<file path="src/rtl/spm_seq_mul_if.sv">
// spm_seq_mul_if: request/result bundle of the serial-parallel multiplier.
// Handshake: a request is start=1 while busy=0; it is taken on that clock
// edge and busy rises on the next cycle. start seen while busy=1 is dropped,
// never queued. Results appear as p_bit qualified by p_vld, then a one-cycle
// done pulse with prod. The acc input exists only when SPM_ACC_EN is defined.
// state_dbg mirrors the internal FSM state for observation.
interface spm_seq_mul_if #(
    parameter int WIDTH = 32
);
    logic               start;
    logic               sgn;
    logic [WIDTH-1:0]   x;
    logic [WIDTH-1:0]   y;
    logic               abort;
`ifdef SPM_ACC_EN
    logic               acc;
`endif
    logic               busy;
    logic               p_bit;
    logic               p_vld;
    logic               done;
    logic [2*WIDTH-1:0] prod;
    logic [1:0]         state_dbg;

    modport master (
        output start, sgn, x, y, abort,
`ifdef SPM_ACC_EN
        output acc,
`endif
        input  busy, p_bit, p_vld, done, prod, state_dbg
    );

    modport slave (
        input  start, sgn, x, y, abort,
`ifdef SPM_ACC_EN
        input  acc,
`endif
        output busy, p_bit, p_vld, done, prod, state_dbg
    );
endinterface

</file>
<file path="src/rtl/spm_seq_mul.sv">
// spm_seq_mul: serial-parallel multiplier. The multiplicand is held in
// parallel (extended to 2*WIDTH), the multiplier is shifted in LSB first,
// and the 2*WIDTH-bit product leaves one bit per clock, LSB first. After the
// last bit the full product is presented on prod with a done pulse.
// Optional feature macro: SPM_ACC_EN (adds an acc input; DONE may add the
// new result to the previous prod instead of replacing it).
module spm_seq_mul #(
    parameter int WIDTH = 32
) (
    input logic          clk,
    input logic          rst,
    spm_seq_mul_if.slave bus
);
    localparam int PW    = 2 * WIDTH;
    localparam int CNT_W = $clog2(PW);
    localparam logic [CNT_W-1:0] LAST = CNT_W'(PW - 1);

    typedef enum logic [1:0] {
        S_IDLE = 2'd0,
        S_RUN  = 2'd1,
        S_DONE = 2'd2
    } state_t;

    state_t           state;
    logic [CNT_W-1:0] cnt;      // index of the bit currently on p_bit
    logic [PW-1:0]    xe;       // extended multiplicand
    logic [PW-1:0]    sum;      // running partial sum, already shifted by cnt+1
    logic [PW-1:0]    shreg;    // collects emitted bits for the parallel result
    logic [WIDTH-1:0] yr;       // multiplier, shifted right with sign/zero fill
    logic             sgn_r;
    logic             busy_r;
    logic             done_r;
    logic             pbit_r;
    logic             pvld_r;
    logic [PW-1:0]    prod_r;
`ifdef SPM_ACC_EN
    logic             acc_r;
`endif

    logic [PW-1:0]    x_ext_in;
    logic [PW-1:0]    t_first;
    logic [PW-1:0]    t_run;
    logic [PW-1:0]    prod_nxt;

    // Step arithmetic: first bit from the raw inputs, later bits from registers.
    always_comb begin
        x_ext_in = bus.sgn ? {{WIDTH{bus.x[WIDTH-1]}}, bus.x}
                           : {{WIDTH{1'b0}}, bus.x};
        t_first  = bus.y[0] ? x_ext_in : '0;
        t_run    = sum + (yr[0] ? xe : '0);
`ifdef SPM_ACC_EN
        prod_nxt = acc_r ? (prod_r + shreg) : shreg;
`else
        prod_nxt = shreg;
`endif
    end

    // Control FSM and datapath registers; all outputs are registered.
    always_ff @(posedge clk or posedge rst) begin
        if (rst) begin
            state  <= S_IDLE;
            cnt    <= '0;
            xe     <= '0;
            sum    <= '0;
            shreg  <= '0;
            yr     <= '0;
            sgn_r  <= 1'b0;
            busy_r <= 1'b0;
            done_r <= 1'b0;
            pbit_r <= 1'b0;
            pvld_r <= 1'b0;
            prod_r <= '0;
`ifdef SPM_ACC_EN
            acc_r  <= 1'b0;
`endif
        end else begin
            case (state)
                S_IDLE: begin
                    // start wins over abort here; abort has nothing to cancel
                    if (bus.start) begin
                        state  <= S_RUN;
                        busy_r <= 1'b1;
                        xe     <= x_ext_in;
                        yr     <= {bus.sgn & bus.y[WIDTH-1], bus.y[WIDTH-1:1]};
                        sgn_r  <= bus.sgn;
                        cnt    <= '0;
                        pbit_r <= t_first[0];
                        pvld_r <= 1'b1;
                        sum    <= {1'b0, t_first[PW-1:1]};
                        shreg  <= {t_first[0], shreg[PW-1:1]};
`ifdef SPM_ACC_EN
                        acc_r  <= bus.acc;
`endif
                    end
                end
                S_RUN: begin
                    if (bus.abort) begin
                        state  <= S_IDLE;
                        busy_r <= 1'b0;
                        pvld_r <= 1'b0;
                        pbit_r <= 1'b0;
                        cnt    <= '0;
                        xe     <= '0;
                        sum    <= '0;
                        shreg  <= '0;
                        yr     <= '0;
                    end else if (cnt == LAST) begin
                        state  <= S_DONE;
                        pvld_r <= 1'b0;
                        pbit_r <= 1'b0;
                        done_r <= 1'b1;
                        prod_r <= prod_nxt;
                    end else begin
                        cnt    <= cnt + 1'b1;
                        pbit_r <= t_run[0];
                        sum    <= {1'b0, t_run[PW-1:1]};
                        shreg  <= {t_run[0], shreg[PW-1:1]};
                        yr     <= {sgn_r & yr[WIDTH-1], yr[WIDTH-1:1]};
                    end
                end
                S_DONE: begin
                    state  <= S_IDLE;
                    busy_r <= 1'b0;
                    done_r <= 1'b0;
                    sum    <= '0;
                    cnt    <= '0;
                end
                default: begin
                    state  <= S_IDLE;
                    busy_r <= 1'b0;
                    done_r <= 1'b0;
                    pvld_r <= 1'b0;
                    pbit_r <= 1'b0;
                end
            endcase
        end
    end

    assign bus.busy      = busy_r;
    assign bus.done      = done_r;
    assign bus.p_bit     = pbit_r;
    assign bus.p_vld     = pvld_r;
    assign bus.prod      = prod_r;
    assign bus.state_dbg = state;
endmodule
</file>
<file path="src/flat_wrapper.sv">
// flat-port wrapper written by rule: the top's interface ports become plain ports
module spm_seq_mul_flat 
#(
    parameter int WIDTH = 32
)
  (clk, rst, bus_start, bus_sgn, bus_x, bus_y, bus_abort, bus_busy, bus_p_bit, bus_p_vld, bus_done, bus_prod, bus_state_dbg);
  spm_seq_mul_if #(.WIDTH(WIDTH)) bus_i ();
  input logic clk;
  input logic rst;
  input wire logic [$bits(bus_i.start)-1:0] bus_start;
  input wire logic [$bits(bus_i.sgn)-1:0] bus_sgn;
  input wire logic [$bits(bus_i.x)-1:0] bus_x;
  input wire logic [$bits(bus_i.y)-1:0] bus_y;
  input wire logic [$bits(bus_i.abort)-1:0] bus_abort;
  output wire logic [$bits(bus_i.busy)-1:0] bus_busy;
  output wire logic [$bits(bus_i.p_bit)-1:0] bus_p_bit;
  output wire logic [$bits(bus_i.p_vld)-1:0] bus_p_vld;
  output wire logic [$bits(bus_i.done)-1:0] bus_done;
  output wire logic [$bits(bus_i.prod)-1:0] bus_prod;
  output wire logic [$bits(bus_i.state_dbg)-1:0] bus_state_dbg;
  assign bus_i.start = bus_start;
  assign bus_i.sgn = bus_sgn;
  assign bus_i.x = bus_x;
  assign bus_i.y = bus_y;
  assign bus_i.abort = bus_abort;
  assign bus_busy = bus_i.busy;
  assign bus_p_bit = bus_i.p_bit;
  assign bus_p_vld = bus_i.p_vld;
  assign bus_done = bus_i.done;
  assign bus_prod = bus_i.prod;
  assign bus_state_dbg = bus_i.state_dbg;
  spm_seq_mul #(.WIDTH(WIDTH)) u_core (.clk(clk), .rst(rst), .bus(bus_i));
endmodule
</file>
<file path="config.mk">
export PLATFORM = sky130hd
export DESIGN_NAME = spm_seq_mul_flat
export DESIGN_NICKNAME = d
export VERILOG_FILES = /design/src/rtl/spm_seq_mul_if.sv /design/src/rtl/spm_seq_mul.sv /design/src/flat_wrapper.sv
export SDC_FILE = /design/constraint.sdc
export NUM_CORES = 1
export LEC_CHECK = 0
export ABC_AREA = 1
export BUFFER_PORTS_ARGS = -buffer_cell sky130_fd_sc_hd__buf_2
export CELL_PAD_IN_SITES_DETAIL_PLACEMENT = 1
export CELL_PAD_IN_SITES_GLOBAL_PLACEMENT = 1
export CORE_ASPECT_RATIO = 1.75
export CORE_MARGIN = 10
export CORE_UTILIZATION = 48
export CTS_BUF_LIST = sky130_fd_sc_hd__clkbuf_4
export CTS_CLUSTER_SIZE = 20
export DETAILED_ROUTE_END_ITERATION = 8
export HOLD_SLACK_MARGIN = 0.12
export PLACE_DENSITY = 0.94
export RECOVER_POWER = 25
export SLEW_MARGIN = 20
export SYNTH_ARGS = -nofsm -noshare
export SYNTH_HDL_FRONTEND = slang
export SYNTH_SLANG_ARGS = --single-unit
</file>
<file path="constraint.sdc">
create_clock -name clk -period 25.4 [get_ports clk]
set_clock_uncertainty 0.05 [all_clocks]
set_input_delay 6.35 -clock clk [delete_from_list [all_inputs] [get_ports clk]]
set_output_delay 6.35 -clock clk [all_outputs]
set_load 0.05 [all_outputs]
</file>
==> results of run 1 <==
-- state kept, by name (all words and copies together), names as in the netlist --
register	flops
u_core.bus.busy	1
u_core.bus.p_bit	1
u_core.sum	63
u_core.sgn_r	1
u_core.yr	32
u_core.bus.state_dbg	2
u_core.prod_nxt	64
u_core.cnt	6
u_core.bus.prod	64
u_core.bus.p_vld	1
u_core.bus.done	1
u_core.xe	33
-- cells in the final DEF (no fill, tap or decap), drive strengths merged, types with 4 or more instances in the layout --
master / n
nand2: 768
inv: 389
dfrtp: 269
nor2: 237
o21ai: 210
nand3: 188
a21oi: 150
buf: 148
clkbuf: 98
ha: 40
a31oi: 37
clkinv: 19
nand4: 16
a22oi: 13
nor3: 12
o21bai: 8
nand3b: 7
a41oi: 5
diode: 4
-- worst max-delay path by stage --
stage / from / end / slack [ps] / cells after the start
6_report: bus_abort / u_core.cnt[5] / 12950 / 11
5_1_grt: bus_abort / u_core.cnt[5] / 12330 / 11
4_1_cts: bus_abort / u_core.prod_nxt[56] / 16160 / 9
3_5_place_dp: bus_abort / u_core.prod_nxt[20] / 15540 / 9
3_3_place_gp: bus_abort / u_core.prod_nxt[32] / 15790 / 9
2_1_floorplan: rst / u_core.bus.busy / 11590 / 1
-- power by group through the flow --
| stage | clock network [mW] | logic, mW | registers (mW) |
|---|---|---|---|
| detailed placement | 0 | 0.857 | 0.675 |
| finish | 0.415 | 0.940 | 0.700 |
| CTS | 0.407 | 0.902 | 0.682 |
| global placement | 0 | 0.807 | 0.661 |
| global route | 0.432 | 1.02 | 0.704 |
| floorplan | 0 | 0.608 | 0.641 |
-- cell families after synthesis --
family / Yosys count / share of synthesized area [%]
AOI/OAI and AO/OA: 430 / 13.7
xor gates and xnor gates: 3 / 0.158
adders and majority gates: 41 / 3.12
buffers and inverters: 481 / 11.3
DFF: 269 / 40.4
muxes: 1 / 0.0676
and+or+nand+nor: 1234 / 31.2
-- routing by layer --
metal	part of all wire [%]	up-vias	global-route usage, %	wire length [um]
met4	11	8	31.1	8410
met3	7.1	507	6.52	5530
met1	32	9024	32.5	24800
met5	0.069	-	0	54
met2	50	1094	61.3	39500
li1	-	8050	-	-
-- cell type report --
class | instances | share of cell area [%]
clock inverter | 23 | 0.812
tap | 460 | 3.11
clock buffer | 93 | 3.78
sequential | 269 | 36.4
multi-input combinational | 1709 | 43.7
inverter | 388 | 7.90
antenna | 4 | 0.0541
timing repair buffer | 153 | 4.27
-- metrics by stage --
stage / worst slack, ps / hold slack (ps) / power [mW] / utilization (%)
floorplan: 11590 / 404 / 1.25 / -
global placement: 15790 / 416 / 1.47 / 51.4
detailed placement: 15540 / 428 / 1.53 / 51.4
CTS: 16160 / 454 / 1.99 / 53.9
global route: 12330 / 500 / 2.15 / 53.8
finish: 12950 / 456 / 2.06 / 53.8
-- worst register-to-register path, cell delays in order, from the launching register on --
cell and delay [ps]:
dfrtp_1 450, inv_1 160, ha_1 430, inv_2 360, nor2_2 160, clkbuf_1 1260, nand2_1 2730, nand2_1 690
buf_4 660, inv_1 120, buf_4 370, nand4_1 370, xor2_1 200, nor2_1 70
==> results.ini, run 1 <==
[routing]
wl_mm=78.3
drtIter0Drc=1557
antenna_left=0
wl_per_cell_um=25.3
vias=18683
vias_per_cell=6.03
first_pass_iters=6
drc=0

[worst_setup_path]
cp-start-kind=input port
cpLargestDelayFamily=simple AND/OR/NAND/NOR gates
critPathMaxStageDelay_ps=2710
crit_fanout=129
regToRegEndpoint=u_core.cnt[5]
path_buf_inv=5
rrSetupSlack_ps=17150
r2r-start=u_core.bus.state_dbg[1]
crit_slowest_cell=nand2_1
path_cells=clkbuf_1 > nor2_2 > clkbuf_1 > nand2_1 > nand2_1 > buf_4 > inv_1 > buf_4 > nand4_1 > xor2_1 > nor2_1
worstPathRequired_ps=25980
cp-end-kind=register
rr_worst_depth=13
worstSetupPathType=in2reg
cp.arrival_ps=13020

[layout]
synthToLayoutAreaGrowth_pct=10.9
multi_input_area_sq_um=8070
fin_cells=3099
drive_gt1_share_pct=12.9
ff_latch_area_sq_um=6730
nets=2699
final_area_sq_um=18500
nFillCells=4534

[timing]
setup_viol=0
fmax_mhz=80.3
slew_viol_final=394
hold_viol_final=0
fin_tns_setup_ps=0
rsz0062_at_grt=no
worstMarginPinSlew_ps=6130
relSlewSlack_pct=-311
fin_crit_sh_pct=49.0
layout_min_cycle_time_ps=12450

[power]
leakage_nw=10.2
p_clk_share_pct=20.2
p_seq_share_pct=34.1
p_int_uw=992
switching_share_pct=51.7
peakVddDrop_uv=81.9
switching_power_mw=1.06
power_density_nw_per_um2=111
power_frac_comb_pct=45.7

[global_route]
antenna_found_initial=7
grt_max_degree=130
grt_pass1_wl_mm=115
grt_usage_pct=34.3
grt-ovfl-total=0
grt_pass1_vias=20305

[clock_network]
cts-root-buf=clkbuf_4
clkLatencyLatePin_ps=820
clkTransAtPathRegs_ps=70
cts_tree=done
hold_buffers=0
cts_resized=0
cts_buffer_depth=3
h-tree-depth=3
cts.sinks=269
cts_buffers=68
postCtsSetupBuffers=0

[synth]
ys_types=41
synth_top_area_cell=dfrtp_1
synth_top_flop_cell=dfrtp_1
synth_top_area_share_pct=40.4
ys_ff_latch=269
avgSynthCellArea_sq_um=6.78
ys_seq_area_share_pct=40.4
yosysMostFrequentCell=nand2_1
synth_edf_count=0
synthTopCellsByArea=dfrtp_1, nand2_1, inv_1
yosysWarnings=0
syn_area_sq_um=16700
syn_inst=2459
syn-num-nets=2569
postSynth.asyncResetShare_pct=100
synthTopCellsByCount=nand2_1, inv_1, dfrtp_1, o21ai_0, nor2_1

[floorplan]
rows=90
io-pin-count=139
fp.dieH_um=266
die_x_um=161
coreArea_sq_um=34300
start_util_pct=48.5
die_area_sq_um=42900

[run_status]
violations=capacitance limit, slew limit
status=complete, but fails checks

[placed_design]
place_hpwl_mm=48.6
io_buffer_count=138
dp_cells=2979
dpl_cell_area_sq_um=17700
gp_congestion=1.00

[run]
maxCapViolCount=5

[hold_path]
min_path_cells=2
hold_class=reg2reg
min_from=u_core.xe[3]
min_to=u_core.xe[3]

Power figures use the tool's default switching activity.
==> inputs of run 2 (changes only) <==
--- a/config.mk
+++ b/config.mk
@@ -11,12 +11,12 @@
 export CELL_PAD_IN_SITES_GLOBAL_PLACEMENT = 1
 export CORE_ASPECT_RATIO = 1.75
 export CORE_MARGIN = 10
-export CORE_UTILIZATION = 48
+export CORE_UTILIZATION = 45
 export CTS_BUF_LIST = sky130_fd_sc_hd__clkbuf_4
 export CTS_CLUSTER_SIZE = 20
 export DETAILED_ROUTE_END_ITERATION = 8
 export HOLD_SLACK_MARGIN = 0.12
-export PLACE_DENSITY = 0.94
+export PLACE_DENSITY = 0.89
 export RECOVER_POWER = 25
 export SLEW_MARGIN = 20
 export SYNTH_ARGS = -nofsm -noshare
==> constraint.sdc (replaced) <==
create_clock -name clk -period 12.5 [get_ports clk]
set_clock_uncertainty 0.05 [all_clocks]
set_input_delay 3.125 -clock clk [delete_from_list [all_inputs] [get_ports clk]]
set_output_delay 3.125 -clock clk [all_outputs]
set_load 0.05 [all_outputs]
==> run 2 against run 1 <==
- the flow still finishes with violations (capacitance limit, slew limit)
- core utilization shrank 3.2 points
- power is 92% higher
- register-to-register slack lost 11000 ps
- combinational power grew 87%
==> results.ini, run 2 (same netlist as run 1, synthesis figures left out) <==
[run_status]
status=complete, but fails checks
violations=capacitance limit, slew limit

[clock_network]
hold_buffers=0
clkTransAtPathRegs_ps=70
postCtsSetupBuffers=0
clkLatencyLatePin_ps=780
cts_resized=0
cts.sinks=269
cts_buffer_depth=3
cts_tree=done
cts-root-buf=clkbuf_4
h-tree-depth=3
cts_buffers=68

[global_route]
gr-usage-met2_pct=53.5
grtUsageMet3_pct=4.89
grt_max_degree=131
grt_usage_pct=28.8
use_met1_pct=26.2
grt_pass1_wl_mm=102
antenna_found_initial=8
grt-ovfl-total=0
grt_most_used_layer=met2
grt_pass1_vias=19105

[layout]
fin_cells=3114
mostFrequentLayoutCells=nand2_1, inv_1, dfrtp_1
multi_input_area_sq_um=8090
final_common_cell=nand2_1
synthToLayoutAreaGrowth_pct=11.4
ff_latch_area_sq_um=6730
nFillCells=4918
final_util_pct=50.6
drive_gt1_share_pct=13.1
final_area_sq_um=18600
nets=2699

[timing]
hold_viol_final=0
hold_slack_ps=448
rsz0062_at_grt=no
relSlewSlack_pct=-150
fin_tns_setup_ps=0
slew_viol_final=283
fmax_mhz=123
fin_crit_sh_pct=65.0
setup_viol=0
worstMarginPinSlew_ps=3730
layout_min_cycle_time_ps=8130

[power]
p_int_mw=2.03
power_frac_comb_pct=44.5
power_density_nw_per_um2=213
switching_power_mw=1.92
switching_share_pct=48.7
p_clk_share_pct=20.7
peakVddDrop_uv=174
p_seq_share_pct=34.8
leakage_nw=10.2

[routing]
vias_per_cell=5.60
drtIter0Drc=815
antenna_left=0
first_pass_iters=5
wl_per_cell_um=21.4
drc=0
vias=17433
wl_mm=66.5

[worst_setup_path]
critPathCapture=u_core.prod_nxt[57]
crit_fanout=77
rr_worst_depth=13
worstPathRequired_ps=12450
cp-start-kind=input port
cp.arrival_ps=8080
rrSetupSlack_ps=6400
critPathLaunch=rst
cp-end-kind=async pin
worstSetupPathType=in2async
r2r-start=u_core.bus.state_dbg[1]
regToRegEndpoint=u_core.cnt[5]

[placed_design]
io_buffer_count=138
gp_congestion=0.969
dpl_cell_area_sq_um=17700
place_hpwl_mm=48.0
dp_cells=2994

[floorplan]
die_area_sq_um=45400
start_util_pct=45.5
rows=93
die_x_um=165
fp.dieH_um=275
io-pin-count=139
coreArea_sq_um=36700

[run]
maxCapViolCount=5

[hold_path]
hold_class=reg2reg

==> run 2: changes by cell type in the layout (fill, tap and decap cells not counted), moves of 2 or more <==
cell        delta
nand2_1        -2
clkbuf_4       -3
clkinv_1       -3
clkinv_2       +5
clkinvlp_4     +2
inv_2          -2
buf_4          -2
==> run 2: how the worst min path moves through the flow <==
stage                                      to           startpoint  slack [ps]  cells after the start
after global routing      u_core.bus.prod[56]  u_core.bus.prod[56]         470                      2
final                     u_core.bus.prod[15]  u_core.bus.prod[15]         450                      2
after CTS                 u_core.prod_nxt[46]  u_core.prod_nxt[47]         440                      2
after detailed placement  u_core.bus.prod[18]  u_core.bus.prod[18]         420                      2
after floorplan                  u_core.sgn_r         u_core.sgn_r         400                      2
after global placement    u_core.bus.prod[58]  u_core.bus.prod[58]         420                      2
==> run 2: critical path, stage by stage <==
cell        delay, ps
buf_2             100
clkinvlp_2       2080
clkbuf_1         2680
==> run 2: through the flow <==
stage / total power [mW] / setup slack, ps
CTS: 3.94 / 6160
global placement: 2.99 / 5500
finish: 3.95 / 4370
floorplan: 2.54 / 1910
detailed placement: 3.09 / 5400
global route: 4.22 / 3580
==> run 2: final cells by class <==
type	instances	area share, %
clock buffers	90	3.64
clock inverters	25	1.07
well taps	475	3.20
flip-flops and latches	269	36.3
repair buffers	153	4.30
multi-input cells	1709	43.6
diodes	5	0.0674
inverters	388	7.87
==> run 2: power groups by stage <==
| stage | logic (mW) | clock network, mW | registers [mW] |
|---|---|---|---|
| after floorplan | 1.24 | 0 | 1.30 |
| after global placement | 1.64 | 0 | 1.35 |
| after detailed placement | 1.72 | 0 | 1.37 |
| after CTS | 1.75 | 0.828 | 1.36 |
| after global routing | 1.95 | 0.877 | 1.40 |
| final | 1.76 | 0.816 | 1.37 |
==> run 2: metal layers <==
metal,wire (um),share of wire [%]
met2,35900,54
met1,22000,33
met5,45,0.068
met4,5960,9.0
met3,2630,3.9
